[config.mk]
export PLATFORM = sky130hd
export DESIGN_NAME = image_in_burst_ctrl
export DESIGN_NICKNAME = d
export VERILOG_FILES = /design/src/rtl/image_in_burst_ctrl.sv
export SDC_FILE = /design/constraint.sdc
export NUM_CORES = 1
export LEC_CHECK = 0
export ABC_AREA = 1
export CAP_MARGIN = 0
export CORE_ASPECT_RATIO = 0.75
export CORE_MARGIN = 2
export CORE_UTILIZATION = 35
export CTS_CLUSTER_SIZE = 28
export DETAILED_ROUTE_END_ITERATION = 8
export MAX_ROUTING_LAYER = met4
export PLACE_DENSITY = 0.52
export REMOVE_ABC_BUFFERS = 1
export SYNTH_ARGS = -nofsm -noshare
export SYNTH_HDL_FRONTEND = slang
export SYNTH_SLANG_ARGS = --single-unit
[constraint.sdc]
create_clock -name clk -period 4.7 [get_ports clk]
set_input_delay 0.94 -clock clk [delete_from_list [all_inputs] [get_ports clk]]
set_output_delay 0.94 -clock clk [all_outputs]
set_load 0.02 [all_outputs]
[src/rtl/image_in_burst_ctrl.sv]
// Camera-input FIFO read scheduler: issues DDR write bursts, paces FIFO reads, rotates frame buffers.
// Optional statistics outputs (burst count, peak water level) are enabled with IMAGE_IN_BURST_STAT_EN.
module image_in_burst_ctrl #(
  parameter int          BURST_LEN   = 16,
  parameter int          LEN_WIDTH   = 8,
  parameter int          LVL_WIDTH   = 10,
  parameter int          ADDR_WIDTH  = 28,
  parameter int          FRAME_WORDS = 230400,
  parameter logic [31:0] BASE_ADDR   = 32'h0000_0000,
  parameter logic [31:0] BUF_STRIDE  = 32'h0020_0000,
  parameter int          BUF_NUM     = 3
) (
  input  logic                  clk,
  input  logic                  rst,
  input  logic                  i_frame_start,
  input  logic [LVL_WIDTH-1:0]  i_fifo_rd_water_level,
  input  logic                  i_fifo_rd_empty,
  output logic                  o_fifo_rd_en,
  output logic                  o_wr_req,
  output logic [ADDR_WIDTH-1:0] o_wr_addr,
  output logic [LEN_WIDTH-1:0]  o_wr_len,
  input  logic                  i_wr_ack,
  input  logic                  i_wr_data_req,
  output logic                  o_wr_data_valid,
  output logic                  o_frame_done,
  output logic [1:0]            o_done_buf,
  output logic                  o_frame_err
`ifdef IMAGE_IN_BURST_STAT_EN
  ,
  output logic [15:0]           o_burst_cnt,
  output logic [LVL_WIDTH-1:0]  o_max_lvl
`endif
);

  localparam int WC_W = $clog2(FRAME_WORDS + 1);
  localparam int BL_W = $clog2(BURST_LEN + 1);

  typedef enum logic [2:0] {S_IDLE, S_WAIT, S_REQ, S_XFER, S_DONE} state_t;

  state_t                r_state, w_state_next;
  logic [1:0]            r_buf_idx, w_next_idx, w_base_idx;
  logic [WC_W-1:0]       r_word_cnt;
  logic [ADDR_WIDTH-1:0] r_cur_addr, w_base;
  logic [BL_W-1:0]       r_beats, r_blen, w_blen;
  logic [31:0]           w_rem;
  logic                  r_pending, w_issue, w_rd_en, w_burst_end, w_frame_full, w_restart;
  logic                  r_wr_req, r_rd_valid, r_frame_done, r_frame_err;
  logic [ADDR_WIDTH-1:0] r_wr_addr;
  logic [LEN_WIDTH-1:0]  r_wr_len;
  logic [1:0]            r_done_buf;
  logic                  w_unused;

  // The FIFO can never be empty during a read because a burst only starts once the level covers it.
  assign w_unused = &{1'b0, i_fifo_rd_empty};

  // In DONE the next frame (if any) starts at the following buffer, elsewhere at the current one.
  assign w_next_idx   = (r_buf_idx == 2'(BUF_NUM - 1)) ? 2'd0 : r_buf_idx + 2'd1;
  assign w_base_idx   = (r_state == S_DONE) ? w_next_idx : r_buf_idx;
  assign w_base       = ADDR_WIDTH'(BASE_ADDR) + ADDR_WIDTH'(BUF_STRIDE) * ADDR_WIDTH'(w_base_idx);

  assign w_rem        = 32'(FRAME_WORDS) - 32'(r_word_cnt);
  assign w_blen       = (w_rem < 32'(BURST_LEN)) ? BL_W'(w_rem) : BL_W'(BURST_LEN);
  assign w_issue      = 32'(i_fifo_rd_water_level) >= 32'(w_blen);
  assign w_rd_en      = (r_state == S_XFER) && i_wr_data_req && (r_beats != '0);
  assign w_burst_end  = w_rd_en && (r_beats == BL_W'(1));
  assign w_frame_full = (r_word_cnt + WC_W'(1)) == WC_W'(FRAME_WORDS);
  assign w_restart    = r_pending || i_frame_start;

  always_ff @(posedge clk or posedge rst) begin
    if (rst) r_state <= S_IDLE;
    else     r_state <= w_state_next;
  end

  always_comb begin
    w_state_next = r_state;
    case (r_state)
      S_IDLE:  if (i_frame_start) w_state_next = S_WAIT;
      S_WAIT:  if (!i_frame_start && w_issue) w_state_next = S_REQ;
      S_REQ:   if (i_wr_ack) w_state_next = S_XFER;
      S_XFER:  if (w_burst_end) w_state_next = w_frame_full ? S_DONE : S_WAIT;
      S_DONE:  w_state_next = w_restart ? S_WAIT : S_IDLE;
      default: w_state_next = S_IDLE;
    endcase
  end

  // A frame_start seen during a burst is held until the burst drains, then abandons the frame.
  always_ff @(posedge clk or posedge rst) begin
    if (rst) begin
      r_buf_idx    <= 2'd0;
      r_word_cnt   <= '0;
      r_cur_addr   <= ADDR_WIDTH'(BASE_ADDR);
      r_beats      <= '0;
      r_blen       <= '0;
      r_pending    <= 1'b0;
      r_wr_req     <= 1'b0;
      r_wr_addr    <= ADDR_WIDTH'(BASE_ADDR);
      r_wr_len     <= '0;
      r_rd_valid   <= 1'b0;
      r_frame_done <= 1'b0;
      r_done_buf   <= 2'(BUF_NUM - 1);
      r_frame_err  <= 1'b0;
    end else begin
      r_frame_done <= 1'b0;
      r_rd_valid   <= w_rd_en;
      case (r_state)
        S_IDLE: begin
          if (i_frame_start) begin
            r_word_cnt <= '0;
            r_cur_addr <= w_base;
          end
        end
        S_WAIT: begin
          if (i_frame_start) begin
            r_frame_err <= 1'b1;
            r_word_cnt  <= '0;
            r_cur_addr  <= w_base;
          end else if (w_issue) begin
            r_wr_req  <= 1'b1;
            r_wr_addr <= r_cur_addr;
            r_wr_len  <= LEN_WIDTH'(w_blen - BL_W'(1));
            r_blen    <= w_blen;
          end
        end
        S_REQ: begin
          if (i_frame_start) r_pending <= 1'b1;
          if (i_wr_ack) begin
            r_wr_req <= 1'b0;
            r_beats  <= r_blen;
          end
        end
        S_XFER: begin
          if (i_frame_start) r_pending <= 1'b1;
          if (w_rd_en) begin
            r_beats    <= r_beats - BL_W'(1);
            r_word_cnt <= r_word_cnt + WC_W'(1);
          end
          if (w_burst_end) begin
            r_cur_addr <= r_cur_addr + (ADDR_WIDTH'(r_blen) << 3);
            if (!w_frame_full && w_restart) begin
              r_frame_err <= 1'b1;
              r_pending   <= 1'b0;
              r_word_cnt  <= '0;
              r_cur_addr  <= w_base;
            end
          end
        end
        S_DONE: begin
          r_frame_done <= 1'b1;
          r_done_buf   <= r_buf_idx;
          r_buf_idx    <= w_next_idx;
          if (w_restart) begin
            r_pending  <= 1'b0;
            r_word_cnt <= '0;
            r_cur_addr <= w_base;
          end
        end
        default: ;
      endcase
    end
  end

  assign o_fifo_rd_en    = w_rd_en;
  assign o_wr_req        = r_wr_req;
  assign o_wr_addr       = r_wr_addr;
  assign o_wr_len        = r_wr_len;
  assign o_wr_data_valid = r_rd_valid;
  assign o_frame_done    = r_frame_done;
  assign o_done_buf      = r_done_buf;
  assign o_frame_err     = r_frame_err;

`ifdef IMAGE_IN_BURST_STAT_EN
  logic [15:0]          r_burst_cnt;
  logic [LVL_WIDTH-1:0] r_max_lvl;

  always_ff @(posedge clk or posedge rst) begin
    if (rst) begin
      r_burst_cnt <= '0;
      r_max_lvl   <= '0;
    end else begin
      if (i_wr_ack) r_burst_cnt <= r_burst_cnt + 16'd1;
      if (i_fifo_rd_water_level > r_max_lvl) r_max_lvl <= i_fifo_rd_water_level;
    end
  end

  assign o_burst_cnt = r_burst_cnt;
  assign o_max_lvl   = r_max_lvl;
`endif

endmodule

; Word-level counts from Yosys, hierarchy flattened
; Cells that the tools add are included.
[op_classes]
addsub = 6
magnitude_cmp = 2
eq_ne = 18
mux = 38
bitwise = 1
reduce_logical = 24
[op_table]
columns = op, n
row1 = 2-to-1 mux 28 bit, 4
row2 = 2-to-1 mux 18 bit, 5
row3 = case mux 28 bit (3 select lines), 1
row4 = case mux 18 bit (3 select lines), 1
row5 = "less-than comparator 32 x 5 -> 1 bit, second input constant", 1
row6 = adder 28 x 8 -> 28 bit, 1
row7 = "subtractor 18 x 18 -> 19 bit, first input constant", 1
row8 = "adder 18 x 1 -> 18 bit, second input constant", 1
row9 = "== test 18 bit, second input constant", 1
row10 = "inequality test 2 bit, second input constant", 9
row11 = AND reduction 4 bit, 4
row12 = 2-to-1 mux 3 bit, 5
row13 = 2-to-1 mux 5 bit, 3
row14 = case mux 3 bit (5 select lines), 1
row15 = 2-to-1 mux 1 bit, 12
row16 = greater-or-equal comparator 10 x 5 -> 1 bit, 1
row17 = case mux 5 bit (2 select lines), 1
row18 = AND reduction 3 bit, 3
row19 = "== test 3 x 2 -> 1 bit, second input constant", 2
row20 = nonzero test 2 bit, 3
row21 = nonzero test 3 bit, 2
row22 = "subtractor 5 x 1 -> 6 bit, second input constant", 1
row23 = "== test 5 x 1 -> 1 bit, second input constant", 1
row24 = logical AND 1 bit, 5
row25 = other kinds (16), 20
[totals]
ff_bits = 104
elab_cells = 103

; Longest topological paths before layout
; Gate-level depths: netlist of the first run.
[logic_depth]
ltp_word = 7
ltp_mapped = 27

; Worst setup path after synthesis of the first run
; No wires, ideal clock.
[synth_path]
path_kind = register to register
from = reg r_word_cnt[0]
to = reg r_wr_addr[17] (netlist: o_wr_addr[17])
setup_ns = 0.133
arrival_ns = 3.300
required_time_ns = 4.567
setup_slack_ns = 1.267
stages_incl_launch_ff = 26
period_less_slack_ns = 3.433
cell_sequence = dfrtp_1 -> buf_4 -> inv_2 -> ha_1 -> nand2_1 -> nor2_1 -> inv_1 -> nand2_1 -> nand2_1 -> nor3_1 -> nand3_1 -> nor2_1 -> nand3_1 -> inv_1 -> nand2_1 -> ha_1 -> o21a_1 -> o21a_1 -> o21ai_0 -> nand2_1 -> nand2_1 -> nand3_1 -> nand2_1 -> clkbuf_1 -> buf_1 -> o21ai_0
[synth_via]
elab_chain_cells = 5
[synth_rtl]
columns = item, line_no
row1 = start: declaration, 42  ; logic [WC_W-1:0] r_word_cnt;
row2 = start signal: assignment, 135  ; r_word_cnt <= r_word_cnt + WC_W'(1);
row3 = subtractor 18 x 18 -> 19 bit (*), 61  ; assign w_rem = 32'(FRAME_WORDS) - 32'(r_word_cnt);
row4 = less-than comparator 32 x 5 -> 1 bit, 62  ; assign w_blen = (w_rem < 32'(BURST_LEN)) ? BL_W'(w_rem) : BL_W'(BURST_LEN);
row5 = 2-to-1 mux 5 bit (*), 62
row6 = greater-or-equal comparator 10 x 5 -> 1 bit (*), 63  ; assign w_issue = 32'(i_fifo_rd_water_level) >= 32'(w_blen);
row7 = AND reduction 3 bit (no source line) (*), -
row8 = end signal: assignment, 96  ; r_wr_addr <= ADDR_WIDTH'(BASE_ADDR);
row9 = end signal: assignment, 119  ; r_wr_addr <= r_cur_addr;
row10 = end: declaration, 48  ; logic [ADDR_WIDTH-1:0] r_wr_addr;
; Every way passes the cells marked *; elsewhere a longest branch is shown, timed or not.
; A chain may end at the register's enable or synchronous reset.

; Final worst setup path of the first run
[layout_path]
from = reg r_word_cnt[0]
to = reg r_wr_len[3] (netlist: o_wr_len[3])
[layout_via]
elab_chain_cells = 5
[layout_rtl]
columns = item, line_no
row1 = subtractor 18 x 18 -> 19 bit (*), 61
row2 = less-than comparator 32 x 5 -> 1 bit, 62
row3 = 2-to-1 mux 5 bit (*), 62
row4 = greater-or-equal comparator 10 x 5 -> 1 bit, 63
row5 = AND reduction 3 bit (no source line), -
row6 = end signal: assignment, 120  ; r_wr_len <= LEN_WIDTH'(w_blen - BL_W'(1));
row7 = end: declaration, 49  ; logic [LEN_WIDTH-1:0] r_wr_len;
; Marks and branches as above.

==> flow_summary.ini, run 1 <==
[outcome]
status = complete, no violations

[global_route]
antenna_found_initial = 0
grt_pass1_wl_um = 27000
grt_max_degree = 50
track_usage_pct = 18.9
gr-total-overflow = 0
grt_pass1_vias = 4975

[clock_tree]
post-cts-setup-buffers = 0
htreeDepth = 3
cts_buffers = 9
clk_path_buf_depth = 2
cts_tree = yes
cts-root-buf = clkbuf_16
holdBufCountCts = 0
clock-sinks = 96
cts_resized = 0
clock_latency_ns = 0.36
clkSlewWorstSetupHoldPaths_ns = 0.07

[finish]
drive_gt1_share_pct = 8.09
area_delta_synth_final_pct = 16.5
num_antenna_cells = 0
num-nets-final = 918
stdcell_area_um2 = 7210

[yosys]
synth.avg_cell_area_um2 = 7.37
async_flop_share_pct = 100
syn_area_um2 = 6190
seq_area_frac_synth_pct = 38.8
ys.flop_type = dfrtp_1
ys_types = 47
synth_common_cells = 227 x nand2_1, 102 x inv_1, 95 x dfrtp_1
ys_top_cells_by_area = dfrtp_1 38%, nand2_1 14%, inv_1 6.2%, o21ai_0 5.2%, nor2_1 5.2%
syn_inst = 841
synth_top_cell_area_share_pct = 38.4
synth_top_area_cell = dfrtp_1
yosysMostFrequentCell = nand2_1
synth-edff-count = 0
yosys_register_bits = 96
yosysWarnings = 0

[critical_path]
start_kind = register
worstPathArrival_ns = 4.56
crit_fanout = 15
critical_path_class = register to register
critPathRequiredTime_ns = 4.95
end_kind = register

[timing]
fin_crit_ns = 4.31
period_share_pct = 91.7
fmax_mhz = 232
slew_headroom_pct = 51.0
setup_viol = 0
grt_setup_unrepaired = no
tightest_slew_ns = 0.730
report.final.slew_viol_count = 0
finalSetupTns_ns = 0
skew_ns = 0.00941
hold_viol = 0

[min_path]
hp-class = register to register

[routing]
vias = 5409
drtIter0Drc = 410
drc_errors = 0
ant_nets = 0
wl_per_cell_um = 14.3
via_per_inst = 4.78
drtPass1Iterations = 4
wl_um = 16200

[floorplan]
die_y_um = 119
die-area_um2 = 18800
die_w_um = 158
io-pin-count = 59
core_um2 = 17500
initial_core_util_pct = 35.4
rows = 42

[pwr]
ir_drop_mv = 0.196
power.leakage_nw = 3.38
finalPower_mw = 3.78
powerDensity_nw_per_um2 = 524

[placement]
post_dp_cell_area_um2 = 6920
gp_congestion = 0.901
dp_hpwl_um = 11900
portBuffers = 54

[run]
cap_viol_max_count = 0
-- per-layer routing --
layer | routed length (um) | vias to the layer above | track usage (%)
li1 | - | 2801 | -
met1 | 9440 | 2465 | 31.2
met2 | 5960 | 132 | 22.9
met3 | 679 | 11 | 3.60
met4 | 104 | 0 | 3.92
met5 | 0 | - | -
-- placed cells by master, fill, tap and decap left out, types with 4 or more instances in the layout --
cell             instances
nor2_2                   8
o21a_1                   4
nand2_1                227
clkbuf_16                9
nor3_1                  12
a21oi_2                  9
nand3_1                 57
nor4_1                   5
nor2_1                  85
a21oi_1                 19
ha_1                    16
o211ai_1                 4
inv_1                  101
nand4_1                 16
o21ai_0                 64
o22ai_1                 10
xor2_1                  25
dfrtp_1                 95
o22ai_2                 10
clkdlybuf4s50_1         54
buf_4                    8
a31oi_1                  6
-- layout make-up --
type | instances | area, um2
Clock buffer | 10 | 229
Clock inverter | 6 | 68.8
Fill cell | 1825 | 10300
Inverter | 106 | 400
Multi-Input combinational cell | 610 | 3210
Sequential cell | 96 | 2400
Tap cell | 242 | 303
Timing Repair Buffer | 62 | 601
-- path summary, 6_finish.rpt --
path / startpoint / endpoint / slack [ns] / cells after the start
worst min register to register: o_frame_err / o_frame_err / 0.47 / 1
max in group asynchronous: rst / o_done_buf[1] / 2.84 / 3
worst max register to register: r_word_cnt[0] / o_wr_len[3] / 0.39 / 25
worst max-delay path: r_word_cnt[0] / o_wr_len[3] / 0.39 / 25
worst min-delay path: o_frame_err / o_frame_err / 0.47 / 1
min in group asynchronous: rst / o_wr_addr[24] / 1.01 / 2
-- worst max-delay path: stages, from the launching register on --
cell	delay [ns]
dfrtp_1	0.50
inv_2	0.15
ha_1	0.28
nand2_1	0.12
nor2_2	0.23
nand2_1	0.10
nand2_1	0.09
nand2_1	0.05
nand2_1	0.09
nand3_1	0.08
nor2_1	0.10
nand3_1	0.18
inv_1	0.18
nand2_1	0.10
ha_1	0.28
o21a_1	0.10
o21a_1	0.16
o21ai_0	0.14
nand2_1	0.07
nand2_1	0.06
nand3_1	0.23
nand2_1	0.17
inv_1	0.26
or2_2	0.37
nand2_1	0.07
inv_1	0.04
-- through the flow --
| stage | hold WS (ns) | setup WS (ns) | util (%) | instances |
|---|---|---|---|---|
| floorplan | 0.449 | 0.399 | - | 812 |
| global placement | 0.454 | 0.497 | 39.5 | 1116 |
| detailed placement | 0.459 | 0.472 | 39.5 | 1116 |
| CTS | 0.475 | 0.442 | 41.2 | 1132 |
| global route | 0.508 | 0.0843 | 41.2 | 1132 |
| finish | 0.466 | 0.390 | 41.2 | 1132 |
-- logic make-up after synthesis --
kind of cell / share of synthesized area, %
other: 0.0605
adder cells (fa/ha/maj): 3.55
AND/OR/NAND/NOR: 30.7
buffers and inverters: 9.51
flip-flops: 38.8
XOR/XNOR: 3.94
AO/OA/AOI/OAI: 13.4
-- state kept, by name, summed over array words and instances (netlist names) --
| signal | count |
|---|---|
| r_state | 3 |
| o_wr_addr | 25 |
| r_cur_addr | 25 |
| o_done_buf | 2 |
| r_pending | 1 |
| o_wr_data_valid | 1 |
| r_buf_idx | 2 |
| o_wr_len | 6 |
| o_frame_err | 1 |
| o_frame_done | 1 |
| o_wr_req | 1 |
| r_blen | 5 |
| r_word_cnt | 18 |
| r_beats | 5 |
-- power by group --
group          leakage [nW]  switching, mW  total [mW]  internal [mW]
logic                  1.97           1.25        1.84          0.596
clock network         0.143          0.345       0.761          0.416
registers              1.27          0.194        1.17          0.980
(Power assumes the default switching activity.)
==> run 2, diff against run 1 <==
--- a/config.mk
+++ b/config.mk
@@ -15,6 +15,7 @@
 export MAX_ROUTING_LAYER = met4
 export PLACE_DENSITY = 0.52
 export REMOVE_ABC_BUFFERS = 1
+export SLEW_MARGIN = 20
 export SYNTH_ARGS = -nofsm -noshare
 export SYNTH_HDL_FRONTEND = slang
 export SYNTH_SLANG_ARGS = --single-unit
==> results of run 2 <==
No change in the layout: final DEF, timing and power equal those of run 1.
==> run 3, diff against run 2 <==
--- a/config.mk
+++ b/config.mk
@@ -14,7 +14,6 @@
 export DETAILED_ROUTE_END_ITERATION = 8
 export MAX_ROUTING_LAYER = met4
 export PLACE_DENSITY = 0.52
-export REMOVE_ABC_BUFFERS = 1
 export SLEW_MARGIN = 20
 export SYNTH_ARGS = -nofsm -noshare
 export SYNTH_HDL_FRONTEND = slang
==> run 3 against run 2 <==
Net effect:
- clock skew grew 0.0022 ns
- non-clock buffer count rose by 6
- wire length up 1.3%
- sequential share of layout area is 0.21 points lower
- critical path type unchanged
- critical path depth unchanged
- critical endpoint unchanged
- maximum frequency grew 2.5%
- combinational power rose by 3%
- worst setup slack gained 0.11 ns
- register-to-register slack better by 0.11 ns
- clock power shrank 3.5%
- sequential cell count stayed put
==> flow_summary.ini, run 3 (synthesized netlist as in run 1, its figures left out) <==
[clock_tree]
cts_tree = yes
clk_path_buf_depth = 2
cts-root-buf = clkbuf_16
cts_buffers = 9
holdBufCountCts = 0
clock_latency_ns = 0.35
clkSlewWorstSetupHoldPaths_ns = 0.07
htreeDepth = 3
clock-sinks = 96

[global_route]
grt_max_degree = 48
grt_pass1_wl_um = 27300
top_usage_layer = met1
gr-total-overflow = 0
gr-usage-met3_pct = 3.31
grt_use_met2_pct = 22.8
antenna_found_initial = 0
grt_pass1_vias = 5104
track_usage_pct = 19.0
met1_usage_pct = 31.8

[finish]
most-common-layout-cells = 227 x nand2_1, 100 x inv_1, 95 x dfrtp_1
utilization_pct = 41.5
final_cell_count_no_fill = 1138
area_delta_synth_final_pct = 17.2
drive_gt1_share_pct = 8.93
num-nets-final = 924
num_antenna_cells = 0
final_common_cell = nand2_1

[routing]
drc_errors = 0
drtPass1Iterations = 5
via_per_inst = 4.83
wl_um = 16400
drtIter0Drc = 379
vias = 5500
ant_nets = 0
wl_per_cell_um = 14.4

[outcome]
status = complete, no violations

[timing]
fin_crit_ns = 4.20
hold_viol = 0
period_share_pct = 89.4
tightest_slew_ns = 0.767
report.final.slew_viol_count = 0
setup_viol = 0
skew_ns = 0.0116
fmax_mhz = 238
slew_headroom_pct = 48.5
finalSetupTns_ns = 0
grt_setup_unrepaired = no

[pwr]
powerDensity_nw_per_um2 = 521
ir_drop_mv = 0.273
power.leakage_nw = 3.40
finalPower_mw = 3.78

[placement]
gp_congestion = 0.887
portBuffers = 54
dp.cells = 1117
dp_hpwl_um = 12200

[critical_path]
worstPathArrival_ns = 4.45
crit_fanout = 12
critPathRequiredTime_ns = 4.95
end_kind = register
start_kind = register
critical_path_class = register to register

[run]
cap_viol_max_count = 0

[min_path]
hp-class = register to register

[floorplan]
die-area_um2 = 18800
io-pin-count = 59
initial_core_util_pct = 35.4
die_y_um = 119
core_um2 = 17500
rows = 42
die_w_um = 158
run 3: cell count changes in the layout (fill, tap and decap cells not counted):
| cell | previous run | this run |
|---|---|---|
| buf_4 | 8 | 13 |
| clkinvlp_4 | 1 | 3 |
| buf_6 | 0 | 1 |
| bufinv_16 | 1 | 0 |
| clkbuf_1 | 1 | 0 |
| clkbuf_8 | 0 | 1 |
| clkinv_2 | 1 | 0 |
| inv_1 | 101 | 100 |
| inv_8 | 0 | 1 |
run 3: where the power goes:
part / internal (mW) / leakage [nW] / total (mW) / switching [mW]
logic: 0.617 / 1.99 / 1.89 / 1.27
clock network: 0.382 / 0.137 / 0.734 / 0.353
registers: 0.980 / 1.27 / 1.16 / 0.179
total: 1.98 / 3.40 / 3.78 / 1.81
run 3: layer usage:
layer	share of wire, %	wire length [um]
met5	0	0
met4	0.83	136
met3	5.4	889
met2	35	5790
met1	58	9580
run 3: final cells by class:
type / instances / area [um2]
multi-input cells: 610 / 3210
well taps: 242 / 303
repair buffers: 68 / 649
fillers: 1824 / 10200
clock buffers: 10 / 239
inverters: 106 / 404
flip-flops and latches: 96 / 2400
clock inverters: 6 / 52.6
run 3: timing repair:
item,4_1_cts,5_1_grt
setup buffers,0,5
setup endpoints to repair,0,2
resized for setup,0,2
run 3: worst paths after layout:
kind,from,to,slack (ns),depth (start not counted)
worst max-delay path,r_word_cnt[1],o_wr_len[3],0.50,25
worst min-delay path,o_wr_addr[19],o_wr_addr[19],0.48,2
worst max register to register,r_word_cnt[1],o_wr_len[3],0.50,25
worst min register to register,o_wr_addr[19],o_wr_addr[19],0.48,2
max in group asynchronous,rst,r_word_cnt[8],2.89,3
min in group asynchronous,rst,r_cur_addr[26],1.00,2
run 3: stage by stage:
step	hold slack [ns]	cell area (um2)	worst slack, ns
floorplan	0.449	6200	1.26
global placement	0.456	6920	0.489
detailed placement	0.455	6920	0.496
CTS	0.487	7220	0.476
global route	0.520	7260	0.0417
finish	0.485	7260	0.496
run 3: worst max-delay path, stage by stage (launching register included):
cell and delay [ns]:
dfrtp_1 0.43, inv_1 0.17, ha_1 0.28, nand2_1 0.11
nor2_2 0.23, nand2_1 0.10, nand2_1 0.09, nand2_1 0.05
nand2_1 0.10, nand3_1 0.09, nor2_1 0.10, nand3_1 0.15
inv_1 0.16, nand2_1 0.10, ha_1 0.28, o21a_1 0.10
o21a_1 0.15, o21ai_0 0.13, nand2_1 0.07, nand2_1 0.05
nand3_1 0.22, nand2_1 0.23, clkinvlp_4 0.26, or2_2 0.34
nand2_1 0.07, inv_1 0.03
